<file path="src/rtl/decode_output_queue.sv">
`default_nettype none
// ============================================================================
// Module      : decode_output_queue
// Description : In-order FIFO of packed decoded-instruction payloads sitting
//               between the format-specific decoders and the issue stage.
//               Valid/stall handshake on both sides, single-cycle flush for
//               branch redirects.
// Options     : DECODE_QUEUE_OVERFLOW_CHECK_EN - when defined, overflow_o is
//               a sticky flag set by any push attempt while the queue is
//               full; otherwise overflow_o is tied low.
// Revision    : 1.0 - initial release
// ============================================================================
module decode_output_queue #(
  parameter int payloadWidth = 220,
  parameter int queueDepth   = 4,
  parameter int ptrWidth     = 2
) (
  input  logic                    clock_i,
  input  logic                    reset_i,
  input  logic                    flush_i,
  input  logic                    enable_i,
  input  logic [payloadWidth-1:0] payload_i,
  output logic                    stall_o,
  input  logic                    stall_i,
  output logic                    enable_o,
  output logic [payloadWidth-1:0] payload_o,
  output logic [ptrWidth:0]       count_o,
  output logic                    overflow_o
);

  localparam logic [ptrWidth:0]   c_depth   = (ptrWidth+1)'(queueDepth);
  localparam logic [ptrWidth:0]   c_cnt_one = (ptrWidth+1)'(1);
  localparam logic [ptrWidth-1:0] c_ptr_one = ptrWidth'(1);

  // Storage is deliberately left unreset; only the pointers define validity.
  logic [payloadWidth-1:0] r_mem [queueDepth];
  logic [ptrWidth-1:0]     r_wp;
  logic [ptrWidth-1:0]     r_rp;
  logic [ptrWidth:0]       r_cnt;

  logic w_full;
  logic w_empty;
  logic w_push;
  logic w_pop;

  // Full/empty come from registered occupancy only, so a same-cycle pop never
  // makes room for a push into a full queue. Flush suppresses both sides.
  assign w_full  = (r_cnt == c_depth);
  assign w_empty = (r_cnt == '0);
  assign w_push  = enable_i & ~w_full & ~flush_i;
  assign w_pop   = ~w_empty & ~stall_i & ~flush_i;

  // Write accepted payloads into the slot at the write pointer.
  always_ff @(posedge clock_i) begin
    if (w_push) begin
      r_mem[r_wp] <= payload_i;
    end
  end

  // Pointer and occupancy tracking; flush returns everything to empty.
  always_ff @(posedge clock_i or negedge reset_i) begin
    if (!reset_i) begin
      r_wp  <= '0;
      r_rp  <= '0;
      r_cnt <= '0;
    end else if (flush_i) begin
      r_wp  <= '0;
      r_rp  <= '0;
      r_cnt <= '0;
    end else begin
      if (w_push) begin
        r_wp <= r_wp + c_ptr_one;
      end
      if (w_pop) begin
        r_rp <= r_rp + c_ptr_one;
      end
      case ({w_push, w_pop})
        2'b10:   r_cnt <= r_cnt + c_cnt_one;
        2'b01:   r_cnt <= r_cnt - c_cnt_one;
        default: r_cnt <= r_cnt;
      endcase
    end
  end

  assign enable_o  = ~w_empty;
  assign stall_o   = w_full;
  assign count_o   = r_cnt;
  assign payload_o = r_mem[r_rp];

`ifdef DECODE_QUEUE_OVERFLOW_CHECK_EN
  logic r_overflow;

  // Sticky error flag: any push attempt into a full queue; only reset clears it.
  always_ff @(posedge clock_i or negedge reset_i) begin
    if (!reset_i) begin
      r_overflow <= 1'b0;
    end else if (enable_i & w_full) begin
      r_overflow <= 1'b1;
    end
  end

  assign overflow_o = r_overflow;
`else
  assign overflow_o = 1'b0;
`endif

endmodule
`default_nettype wire

</file>
<file path="config.mk">
export PLATFORM = sky130hd
export DESIGN_NAME = decode_output_queue
export DESIGN_NICKNAME = d
export VERILOG_FILES = /design/src/rtl/decode_output_queue.sv
export SDC_FILE = /design/constraint.sdc
export NUM_CORES = 1
export LEC_CHECK = 0
export BUFFER_PORTS_ARGS = -buffer_cell sky130_fd_sc_hd__buf_2
export CAP_MARGIN = 20
export CORE_MARGIN = 2
export CORE_UTILIZATION = 59
export CTS_BUF_LIST = sky130_fd_sc_hd__clkbuf_8
export DETAILED_ROUTE_END_ITERATION = 10
export PLACE_DENSITY = 0.82
export SLEW_MARGIN = 5
export SYNTH_ARGS = -nofsm -noshare
export SYNTH_HDL_FRONTEND = slang
export SYNTH_SLANG_ARGS = --single-unit
</file>
<file path="constraint.sdc">
create_clock -name clock_i -period 8 [get_ports clock_i]
set_input_delay 0 -clock clock_i [delete_from_list [all_inputs] [get_ports clock_i]]
set_output_delay 0 -clock clock_i [all_outputs]
set_load 0.005 [all_outputs]
</file>
Word-level counts from Yosys, hierarchy flattened
Memory sizes are Yosys's and may differ from the RTL's.
Cells that the tools add are included.

word-level totals
  output and inout port bits = 226
  input bits = 225
  bits in writable memories = 880
  word-level logic and storage cells = 31
  memories kept = 1
  register bits after elaboration = 7

operators by class
  multiplexer cells = 8
  reductions and logical operators = 4
  eq/ne operators = 3
  bitwise gates (word level) = 8
  $add $sub $neg = 4

memory list
  memory  depth  bits a word  rd ports  clocked after Yosys merged registers in  write ports  RTL line  RTL
  r_mem   4      220          1         0                                        1            36        logic [payloadWidth-1:0] r_mem [queueDepth];

operators by type and width
  kind                 number
  $mux 2               4
  $pmux 3 s2           1
  $add 2x1->2 const B  2
  $and 1x1->1          4
  $not 1->1            4
  $reduce_bool 2->1    2
  $add 3x1->3 const B  1
  $eq 3x3->1 const B   1
  $logic_not 3->1      1
  $mux 3               1
  $reduce_bool 3->1    1
  $sub 3x1->3 const B  1
  $eq 2x1->1 const B   1
  $eq 2x2->1 const B   1
  $mux 1               2

Longest topological paths before layout
Gate-level depths: netlist (run 1).

  depth after elaboration = 7
  gate-level depth with buffers = 9
  mapped depth without buffers = 8

Worst setup path before layout (run 1)
OpenSTA, ideal clock, no wires.

  path kind = reg-to-reg
  from = reg r_cnt[2] (netlist: count_o[2])
  to = mem r_mem[0][0], enable pin
  setup slack = 1.487 ns
  library setup time = 0.609 ns
  required time = 7.391 ns
  period minus slack after synthesis = 6.513 ns
  cell stages (with the launch flop) = 6
  path buffers = 1
  data arrival time = 5.904 ns
  path through = dfrtp_1 -> buf_2 -> inv_1 -> o31ai_2 -> nor2_1 -> and2_1

between the ends
  cells in the longest elaborated chain, start to end = 6

RTL lines
  what                          RTL line  RTL
  start: declaration            39        logic [ptrWidth:0] r_cnt;
  start signal: assignment      78        2'b10: r_cnt <= r_cnt + c_cnt_one;
  start signal: assignment      79        2'b01: r_cnt <= r_cnt - c_cnt_one;
  start signal: assignment      80        default: r_cnt <= r_cnt;
  $eq 3x3->1                    48        assign w_full = (r_cnt == c_depth);
  $not 1->1                     50        assign w_push = enable_i & ~w_full & ~flush_i;
  $and 1x1->1 (2 in a row)      50
  $mux 1                        55        if (w_push) begin
  $mux 1 (not written as such)  56        r_mem[r_wp] <= payload_i;
  end: declaration              36

No other way between the ends.

Worst setup path after layout (run 1)
  from = reg r_rp[1]
  to = out payload_o[77]

between the ends
  cells in the longest elaborated chain, start to end = 1

RTL lines
  what                      RTL line  RTL
  start: declaration        38        logic [ptrWidth-1:0] r_rp;
  start signal: assignment  75        r_rp <= r_rp + c_ptr_one;
  $mem_v2 4x220             -
  end: declaration          26        output logic [payloadWidth-1:0] payload_o,

No other way between the ends.

==> run metrics, run 1 <==
area leader, netlist edfxtp_1; worst slack at placement between 4000 and 5000 ps; final hold vios 0; Least-Margin Pin Slew about 1100 ps; drt first-iter violations 1738; Final period util 50.20%; most common cell after layout, fill and taps aside edfxtp_1; Placed Area 0.03522 mm2; Port-buffer cells 449; Core Area 0.05403 mm2; worst path required time 8000 ps; Hold Crit Class in -> reg; max_cap viols 0; overflow left after global routing 0; critical path class reg -> out; fin nets between 2000 and 2500; Yosys reg bits 887; DRT Pass-1 Iters 5; DRC 0; fmax 249.0 MHz; CTS root buf clkbuf_8; Design Area, Final between 0.04 and 0.05 mm2; fin crit period 4016 ps; R2R Setup Slk 4840 ps; worst r2r src count_o[0]$_DFFE_PN0P_; hold depth 2; vias in the first global route 19430; RSZ-0062 raised after global routing no; Unique masters post-synth 31; vias per cell 5.958; Die Ht 238.1 um; via count approximately 18000; Clock Path Buffers 3; hold slack 39.11 ps; Finished Layout Cells 3015; Seq/Total Area, Yosys 82.29%; crit start category register; first-pass GRT wire length 123.5 mm; share of post-route cells with drive strength above 1 36.97%; normalized max-slew margin 28.12%; Die Width 238.1 um; cts repair resizes 0; Setup crit end kind primary output; Mapped Cells 1218; synthesized area per cell 26.54 um2; final setup TNS 0 ps; Setup WS post-layout 3984 ps; synth top area cells edfxtp_1, mux4_2, buf_6; Max Slew Vio Count 0; worst-case hold path end point r_mem[0][127]$_DFFE_PP_; hold_sp payload_i[127]; number of post-CTS setup repair buffers 0; largest net degree at the start of global routing 119; gr usage total 30.12%; WL final 84.43 mm; # setup viols final 0; Critical R2R Capture r_mem[0][174]$_DFFE_PP_; per-cell routed wire length 28.00 um; initial antenna violation count 7; number of core rows 85; Post-DRT Antenna Nets 0; yosys warns 0; initial core utilization 59.83%; P per Cell Area 238.0 mW/mm2; grt peak-use layer met2; Clock Pin Slew Worst Setup and Hold Paths around 70 ps; clk_lat worst skew around 780 ps; area delta synth->final 30.59%; met2 Use GR around half; commonest cells after routing, fill and taps aside edfxtp_1, buf_2, dlygate4sd3_1, mux4_2, clkbuf_8; Synth Cell Area around 0.032 mm2; Die Area 0.05668 mm2; # clock sinks 887; placed wire-length estimate 39.75 mm; TritonCTS clock tree built; crit path DAT roughly 4000 ps; Boundary Pins 451; Inst Count DP 2320; Lkg Pwr 14.54 nW; outcome complete, no violations; peak fanout along the critical path 57; RD Place Congestion 0.7964; H-tree depth 4; Final Skew 39.71 ps; met3 Usage GRT 7.670%; CTS Buf Count about 140; worst vdd ir between 200 and 250 uV; R2R cell count 4; top-area cell type share of the netlist area 81.75%; Synth Net Count 1448; M1 GR Usage 36.06%
==> per-layer routing <==
layer  wire length [um]  up-vias
met5                 13        -
met4               4268        2
met3               7735      254
met2              43420     1191
met1              28990     9219
li1                   -     7297
==> logic make-up after synthesis <==
kind of cell | synth area share (%)
AOI/OAI and AO/OA | 0.3135
xor gates and xnor gates | 0.05420
adders and majority gates | 0.2168
buffers and inverters | 1.328
DFF | 82.29
muxes | 15.39
other | 0.01160
and+or+nand+nor | 0.3987
==> flip-flops by register name, summed over array words and instances (netlist names) <==
name     cells
r_mem      880
count_o      3
r_wp         2
r_rp         2
==> worst max-delay path, stage by stage, from the launching register on <==
cell and delay (ps):
dfrtp_4 1080, buf_4 710, buf_4 770, mux4_2 430
buf_2 150
==> worst max path at each step <==
stage	startpoint	endpoint	slack (ps)	cells past startpoint
finish	r_rp[1]$_DFFE_PN0P_	payload_o[77]	3980	4
global route	r_rp[1]$_DFFE_PN0P_	payload_o[77]	3880	4
CTS	r_rp[1]$_DFFE_PN0P_	payload_o[144]	3960	4
detailed placement	r_rp[1]$_DFFE_PN0P_	payload_o[144]	4820	4
global placement	r_rp[1]$_DFFE_PN0P_	payload_o[172]	4860	4
floorplan	count_o[2]$_DFFE_PN0P_	r_mem[0][0]$_DFFE_PP_	1490	5
==> where the power goes <==
| group | leakage, nW | switching, W | internal (W) | total [W] |
|---|---|---|---|---|
| sequential | 8.08 | 0.0000683 | 0.00529 | 0.00536 |
| clock | 1.43 | 0.00180 | 0.00173 | 0.00353 |
| combinational | 5.03 | 0.000564 | 0.000594 | 0.00116 |
==> timing repair <==
item,CTS,global route
setup endpoints to repair,0,0
hold buffers,448,0
hold endpoints to repair,894,0
==> stage by stage <==
stage	total power [W]	utilization [%]
5_1_grt	0.01035	78.13
6_report	0.01005	78.13
3_3_place_gp	0.006339	65.20
3_5_place_dp	0.006372	65.20
4_1_cts	0.009926	78.04
2_1_floorplan	0.005998	-
==> cell type report <==
type	instances	area [um2]
clock inverters	94	486.7
multi-input cells	270	5306
inverters	5	18.77
flip-flops and latches	887	26610
diodes	9	22.52
repair buffers	911	6932
well taps	696	870.8
clock buffers	143	1968
fillers	2528	11810
==> cell usage after synthesis <==
library cell	n
buf_2	25
ha_1	4
and2_1	5
a31oi_1	1
mux2i_1	2
nor3b_1	1
xnor2_1	2
dfrtp_1	7
a22oi_1	1
nor2_1	9
nor3_1	4
clkbuf_1	5
buf_4	5
nor2b_1	2
fa_1	1
a21oi_1	5
o21ai_0	2
buf_6	20
edfxtp_1	880
nand2_1	1
o31ai_2	1
or3_1	2
nand3b_1	1
o21bai_1	2
inv_1	5
buf_1	1
a211oi_1	1
a22o_1	1
conb_1	1
a2111oi_0	1
mux4_2	220
Power figures use the tool's default switching activity.
==> run 2, diff against run 1 <==
--- a/config.mk
+++ b/config.mk
@@ -8,10 +8,10 @@
 export BUFFER_PORTS_ARGS = -buffer_cell sky130_fd_sc_hd__buf_2
 export CAP_MARGIN = 20
 export CORE_MARGIN = 2
-export CORE_UTILIZATION = 59
+export CORE_UTILIZATION = 53
 export CTS_BUF_LIST = sky130_fd_sc_hd__clkbuf_8
 export DETAILED_ROUTE_END_ITERATION = 10
-export PLACE_DENSITY = 0.82
+export PLACE_DENSITY = 0.77
 export SLEW_MARGIN = 5
 export SYNTH_ARGS = -nofsm -noshare
 export SYNTH_HDL_FRONTEND = slang
==> constraint.sdc (replaced) <==
create_clock -name clock_i -period 3.3 [get_ports clock_i]
set_input_delay 0 -clock clock_i [delete_from_list [all_inputs] [get_ports clock_i]]
set_output_delay 0 -clock clock_i [all_outputs]
set_load 0.005 [all_outputs]
==> run 2 against run 1 <==
  * Global-route usage decreased by 3.8 points
  * Design area increased by 2.1%
  * Critical endpoint is now payload_o[26]
  * Largest cell class unchanged
  * Largest power group unchanged
  * Die area increased by 11%
  * Core utilization decreased by 6.8 points
  * Non-clock buffer count increased by 34
  * Clock skew decreased by 13 ps
==> run metrics, run 2 (same netlist as run 1, synthesis figures left out) <==
outcome complete, no violations (unchanged); crit path DAT 2940 ps (was 4020 ps); per-cell routed wire length 26.11 um (was 28.00 um); Port-buffer cells 449 (unchanged); Clock Pin Slew Worst Setup and Hold Paths 60 ps (was 70 ps); CTS Buf Count 138 (was 137); Die Area 0.06298 mm2 (was 0.05668 mm2); max FFs per register 880 (unchanged); Boundary Pins 451 (unchanged); Max Slew Vio Count 0 (unchanged); Final period util 89.06%; TritonCTS clock tree built (unchanged); most common cell after layout, fill and taps aside edfxtp_1 (unchanged); fin nets 2477 (was 2442); Least-Margin Pin Slew 821.4 ps (was 1078 ps); placed wire-length estimate 41.58 mm (was 39.75 mm); worst path required time 3300 ps (was 8000 ps); part of the power in the clock network 37.3% (was 35.1%); via count 17900 (was 17960); DRC 0 (unchanged); M1 GR Usage 30.50% (was 36.06%); Sw Share 23.55% (was 24.24%); gr usage total 26.30% (was 30.12%); area delta synth->final 33.26% (was 30.59%); first-pass GRT wire length 120.7 mm (was 123.5 mm); Die Ht 251.0 um (was 238.1 um); normalized max-slew margin 45.24% (was 28.12%); H-tree depth 4 (unchanged); initial core utilization 53.56% (was 59.83%); Lkg Pwr 14.87 nW (was 14.54 nW); hold slack 65.95 ps (was 39.11 ps); RSZ-0062 raised after global routing no (unchanged); vias per cell 5.691 (was 5.958); Core Area 0.06036 mm2 (was 0.05403 mm2); initial antenna violation count 7 (unchanged); DRT Pass-1 Iters 6 (was 5); vias in the first global route 19530 (was 19430); CTS root buf clkbuf_8 (unchanged); Clock Path Buffers 3 (unchanged); peak fanout along the critical path 34 (was 57); Setup crit end kind primary output (unchanged); # setup viols final 0 (unchanged); WL final 82.12 mm (was 84.43 mm); number of core rows 90 (was 85); switching power total 0.005946 W (was 0.002435 W); critical path class reg -> out (unchanged); met2 Use GR 45.64% (was 50.86%); Final Skew 27.03 ps (was 39.71 ps); Flop pwr share 51.4% (was 53.3%); RD Place Congestion 0.8116 (was 0.7964); # clock sinks 887 (unchanged); cts repair resizes 0 (unchanged); final hold vios 0 (unchanged); commonest cells after routing, fill and taps aside edfxtp_1, dlygate4sd3_1, buf_2, mux4_2, clkbuf_8 (was edfxtp_1, buf_2, dlygate4sd3_1, mux4_2, clkbuf_8); Reg with most FFs r_mem (unchanged); Post-DRT Antenna Nets 0 (unchanged); fmax 340.2 MHz; number of post-CTS setup repair buffers 0 (unchanged); largest net degree at the start of global routing 74 (was 119); hold_buf cts 448 (unchanged); worst vdd ir 555.2 uV (was 217.1 uV); max_cap viols 0 (unchanged); combinational share of power 11.3% (was 11.5%); grt peak-use layer met2 (unchanged); overflow left after global routing 0 (unchanged); Die Width 251.0 um (was 238.1 um); fin crit period 2939 ps; cell-internal power 0.01930 W (was 0.007611 W); P per Cell Area 586.1 mW/mm2 (was 238.0 mW/mm2); clk_lat worst skew 780 ps (about the same); crit start category register (unchanged); final setup TNS 0 ps (unchanged); met3 Usage GRT 7.445% (was 7.670%); share of post-route cells with drive strength above 1 38.38% (was 36.97%); Hold Crit Class in -> reg (unchanged); drt first-iter violations 1597 (was 1738)
-- run 2: changes by cell type in the layout (fill, tap and decap cells not counted), moves of 2 or more --
cell	previous run	this run
buf_4	7	24
clkinvlp_4	3	5
buf_12	6	23
clkinv_1	25	34
diode_2	9	5
inv_1	53	40
bufinv_16	2	12
clkinv_2	8	16
-- run 2: final timing paths --
| kind | end | slack, ps | depth (start not counted) | start |
|---|---|---|---|---|
| setup / recovery | payload_o[26] | 360 | 3 | r_rp[0]$_DFFE_PN0P_ |
| hold / removal | r_mem[2][167]$_DFFE_PP_ | 70 | 2 | payload_i[167] |
| setup reg to reg | count_o[2]$_DFFE_PN0P_ | 480 | 8 | count_o[1]$_DFFE_PN0P_ |
| hold reg to reg | r_wp[1]$_DFFE_PN0P_ | 680 | 2 | r_wp[1]$_DFFE_PN0P_ |
| max in group asynchronous | r_rp[1]$_DFFE_PN0P_ | 2720 | 3 | reset_i |
| min in group asynchronous | r_wp[1]$_DFFE_PN0P_ | 250 | 3 | reset_i |
-- run 2: power groups by stage --
stage	Sequential (W)	Clock, W	Combinational [W]
after detailed placement	0.0132	0	0.00232
after floorplan	0.0132	0	0.00133
final	0.0130	0.00941	0.00286
after global placement	0.0132	0	0.00229
after global routing	0.0130	0.0100	0.00300
after CTS	0.0130	0.00931	0.00277
-- run 2: area by class of cell --
class / instances / area, um2
Fill cell: 3275 / 17280
Inverter: 5 / 18.77
Multi-Input combinational cell: 270 / 5306
Sequential cell: 887 / 26610
Clock buffer: 142 / 1954
Antenna cell: 5 / 12.51
Clock inverter: 109 / 818.3
Timing Repair Buffer: 945 / 7382
Tap cell: 782 / 978.4
-- run 2: per-stage QoR --
step / std cells / utilization, % / total power (W) / worst slack (ps) / area [um2]
after floorplan: 1218 / - / 0.01449 / -725.1 / 32330
after global placement: 2440 / 59.31 / 0.01546 / 992.9 / 35800
after global routing: 3145 / 71.37 / 0.02601 / 134.4 / 43080
final: 3145 / 71.37 / 0.02525 / 360.9 / 43080
after detailed placement: 2440 / 59.31 / 0.01552 / 930.0 / 35800
after CTS: 3139 / 71.34 / 0.02505 / 189.7 / 43060
-- run 2: per-layer routing --
metal	wire, um	part of all wire [%]
met1	28130	34
met2	43270	53
met3	7130	8.7
met4	3573	4.4
met5	23	0.028
-- run 2: worst max-delay path, cell delays in order, from the launching register on --
cell and delay, ps:
dfrtp_4 940, buf_4 480, mux4_2 590, buf_2 160
==> run 3, diff against run 2 <==
==> constraint.sdc (replaced) <==
create_clock -name clock_i -period 3.3 [get_ports clock_i]
set_input_delay 0.66 -clock clock_i [delete_from_list [all_inputs] [get_ports clock_i]]
set_output_delay 0.66 -clock clock_i [all_outputs]
set_load 0.005 [all_outputs]
==> run 3 against run 2 <==
  * Maximum frequency decreased by 6.9%
  * Core utilization decreased by 7.6 points
  * Critical path depth unchanged
  * Flip-flop and latch count unchanged
  * Combinational power decreased by 17%
  * First-iteration DRC count decreased by 30%
  * Register-to-register slack improved by 530 ps
  * Design area decreased by 11%
  * Clock-buffer cell count decreased by 1
  * Clock skew decreased by 0.82 ps
==> run metrics, run 3 (same netlist as run 1, synthesis figures left out) <==
outcome complete, no violations (unchanged); crit path DAT 2500 ps (was 2940 ps); hold_sp payload_i[91] (was payload_i[167]); peak fanout along the critical path 67 (was 34); normalized max-slew margin 60.27% (was 45.24%); worst slack at placement 699.8 ps (was 930.0 ps); Die Ht 251.0 um (unchanged); hold depth 1 (was 2); Clock Path Buffers 3 (unchanged); Final Skew 26.21 ps (was 27.03 ps); switching power total 0.005288 W (was 0.005946 W); worst-case hold path end point r_mem[2][91]$_DFFE_PP_ (was r_mem[2][167]$_DFFE_PP_); first-pass GRT wire length 96.92 mm (was 120.7 mm); largest net degree at the start of global routing 92 (was 74); Critical R2R Capture r_mem[3][140]$_DFFE_PP_ (was count_o[2]$_DFFE_PN0P_); filler instances 3947 (was 3275); Reg with most FFs r_mem (unchanged); Die Width 251.0 um (unchanged); final setup TNS 0 ps (unchanged); Post-DRT Antenna Nets 0 (unchanged); Core Area 0.06036 mm2 (unchanged); R2R cell count 5 (was 8); Sw Share 22.56% (was 23.55%); DRC 0 (unchanged); Max Slew Vio Count 0 (unchanged); Least-Margin Pin Slew 596.0 ps (was 821.4 ps); commonest cells after routing, fill and taps aside edfxtp_1, buf_2, mux4_2, clkbuf_8, inv_1 (was edfxtp_1, dlygate4sd3_1, buf_2, mux4_2, clkbuf_8); RD Place Congestion 0.7543 (was 0.8116); most common cell after layout, fill and taps aside edfxtp_1 (unchanged); Hold Crit Class in -> reg (unchanged); final hold vios 0 (unchanged); Final period util 95.68% (was 89.06%); # setup viols final 0 (unchanged); part of the power in the clock network 34.7% (was 37.3%); clk_lat worst skew 760 ps (was 780 ps); # clock sinks 887 (unchanged); Port-buffer cells 449 (unchanged); P per Cell Area 609.2 mW/mm2 (was 586.1 mW/mm2); CTS Buf Count 139 (was 138); fin crit period 3157 ps (was 2939 ps); worst path required time 2640 ps (was 3300 ps); fmax 316.7 MHz (was 340.2 MHz); crit start category register (unchanged); Inst Count DP 2448 (was 2440); Setup WS post-layout 142.7 ps (was 360.9 ps); area delta synth->final 19.02% (was 33.26%); combinational share of power 10.1% (was 11.3%); initial core utilization 53.56% (unchanged); worst r2r src count_o[2]$_DFFE_PN0P_ (was count_o[1]$_DFFE_PN0P_); TritonCTS clock tree built (unchanged); number of core rows 90 (unchanged); WL final 65.23 mm (was 82.12 mm); Finished Core Util 63.74% (was 71.37%); Die Area 0.06298 mm2 (unchanged); worst vdd ir 555.6 uV (was 555.2 uV); Clock Pin Slew Worst Setup and Hold Paths 60 ps (about the same); Tot Pwr 0.02344 W (was 0.02525 W); DRT Pass-1 Iters 5 (was 6); via count 15060 (was 17900); gr usage total 20.94% (was 26.30%); Finished Layout Cells 2699 (was 3145); vias per cell 5.581 (was 5.691); share of post-route cells with drive strength above 1 47.32% (was 38.38%); max FFs per register 880 (unchanged); max_cap viols 0 (unchanged); Lkg Pwr 12.94 nW (was 14.87 nW); vias in the first global route 16190 (was 19530); RSZ-0062 raised after global routing yes (was no); H-tree depth 4 (unchanged); Setup crit end kind primary output (unchanged); placed wire-length estimate 42.07 mm (was 41.58 mm); cell-internal power 0.01815 W (was 0.01930 W); CTS root buf clkbuf_8 (unchanged); drt first-iter violations 1111 (was 1597); per-cell routed wire length 24.17 um (was 26.11 um); initial antenna violation count 26 (was 7); fin nets 2039 (was 2477); Boundary Pins 451 (unchanged); R2R Setup Slk 1010 ps (was 480 ps); overflow left after global routing 0 (unchanged); critical path class reg -> out (unchanged); Flop pwr share 55.2% (was 51.4%)
## run 3: changes by cell type in the layout (fill, tap and decap cells not counted), moves of 8 or more
cell / change
clkinv_1: -8
dlygate4sd3_1: -448
buf_6: +13
bufinv_16: -10
diode_2: +8
buf_2: -10
## run 3: layer usage
metal  vias to the layer above  wire (um)  GRT usage [%]
met5                         -        136              0
met4                        24       1863          8.707
met3                       136       5808          8.014
met2                       560      32980          33.56
met1                      7842      24440          25.87
li1                       6500          -              -
## run 3: metrics by stage
step / hold WS, ps / area [um2]
3_5_place_dp: 509.5 / 35870
6_report: 108.1 / 38470
5_1_grt: 47.82 / 38460
3_3_place_gp: 508.5 / 35870
4_1_cts: 17.95 / 38350
2_1_floorplan: 364.4 / 32330
## run 3: critical path, stage by stage (launching register included)
cell and delay [ps]:
dfrtp_4 500, buf_16 370, mux4_2 600, buf_2 150
## run 3: power groups by stage
stage          Sequential [W]  Combinational (W)  Clock, W
2_1_floorplan          0.0132            0.00133         0
3_3_place_gp           0.0131            0.00233         0
3_5_place_dp           0.0132            0.00237         0
4_1_cts                0.0129            0.00240   0.00838
5_1_grt                0.0129            0.00256   0.00885
6_report               0.0129            0.00237   0.00814
## run 3: how the worst max path moves through the flow
stage	startpoint	endpoint	slack (ps)
floorplan	enable_i	r_mem[0][0]$_DFFE_PP_	-950
global placement	enable_i	r_mem[3][175]$_DFFE_PP_	770
detailed placement	enable_i	r_mem[3][190]$_DFFE_PP_	700
CTS	r_rp[0]$_DFFE_PN0P_	payload_o[135]	-10
global route	r_rp[0]$_DFFE_PN0P_	payload_o[92]	-40
finish	r_rp[0]$_DFFE_PN0P_	payload_o[81]	140
## run 3: area by class of cell
class | instances | area, um2 | share of cell area [%]
clock buffers | 141 | 1941 | 5.044
repair buffers | 506 | 3092 | 8.036
clock inverters | 95 | 498.0 | 1.294
diodes | 13 | 32.53 | 0.08455
well taps | 782 | 978.4 | 2.543
inverters | 5 | 18.77 | 0.04878
multi-input cells | 270 | 5306 | 13.79
flip-flops and latches | 887 | 26610 | 69.16
## run 3: what timing repair did
action                                  in CTS  in global routing
gates cloned                                 0                  1
endpoints found under the setup margin      12                 56
buffers inserted                             0                  0
resized for setup                            6                 11
hold buffers                                 1                  0
hold endpoints to repair                     7                  0
pin swaps                                    0                  0
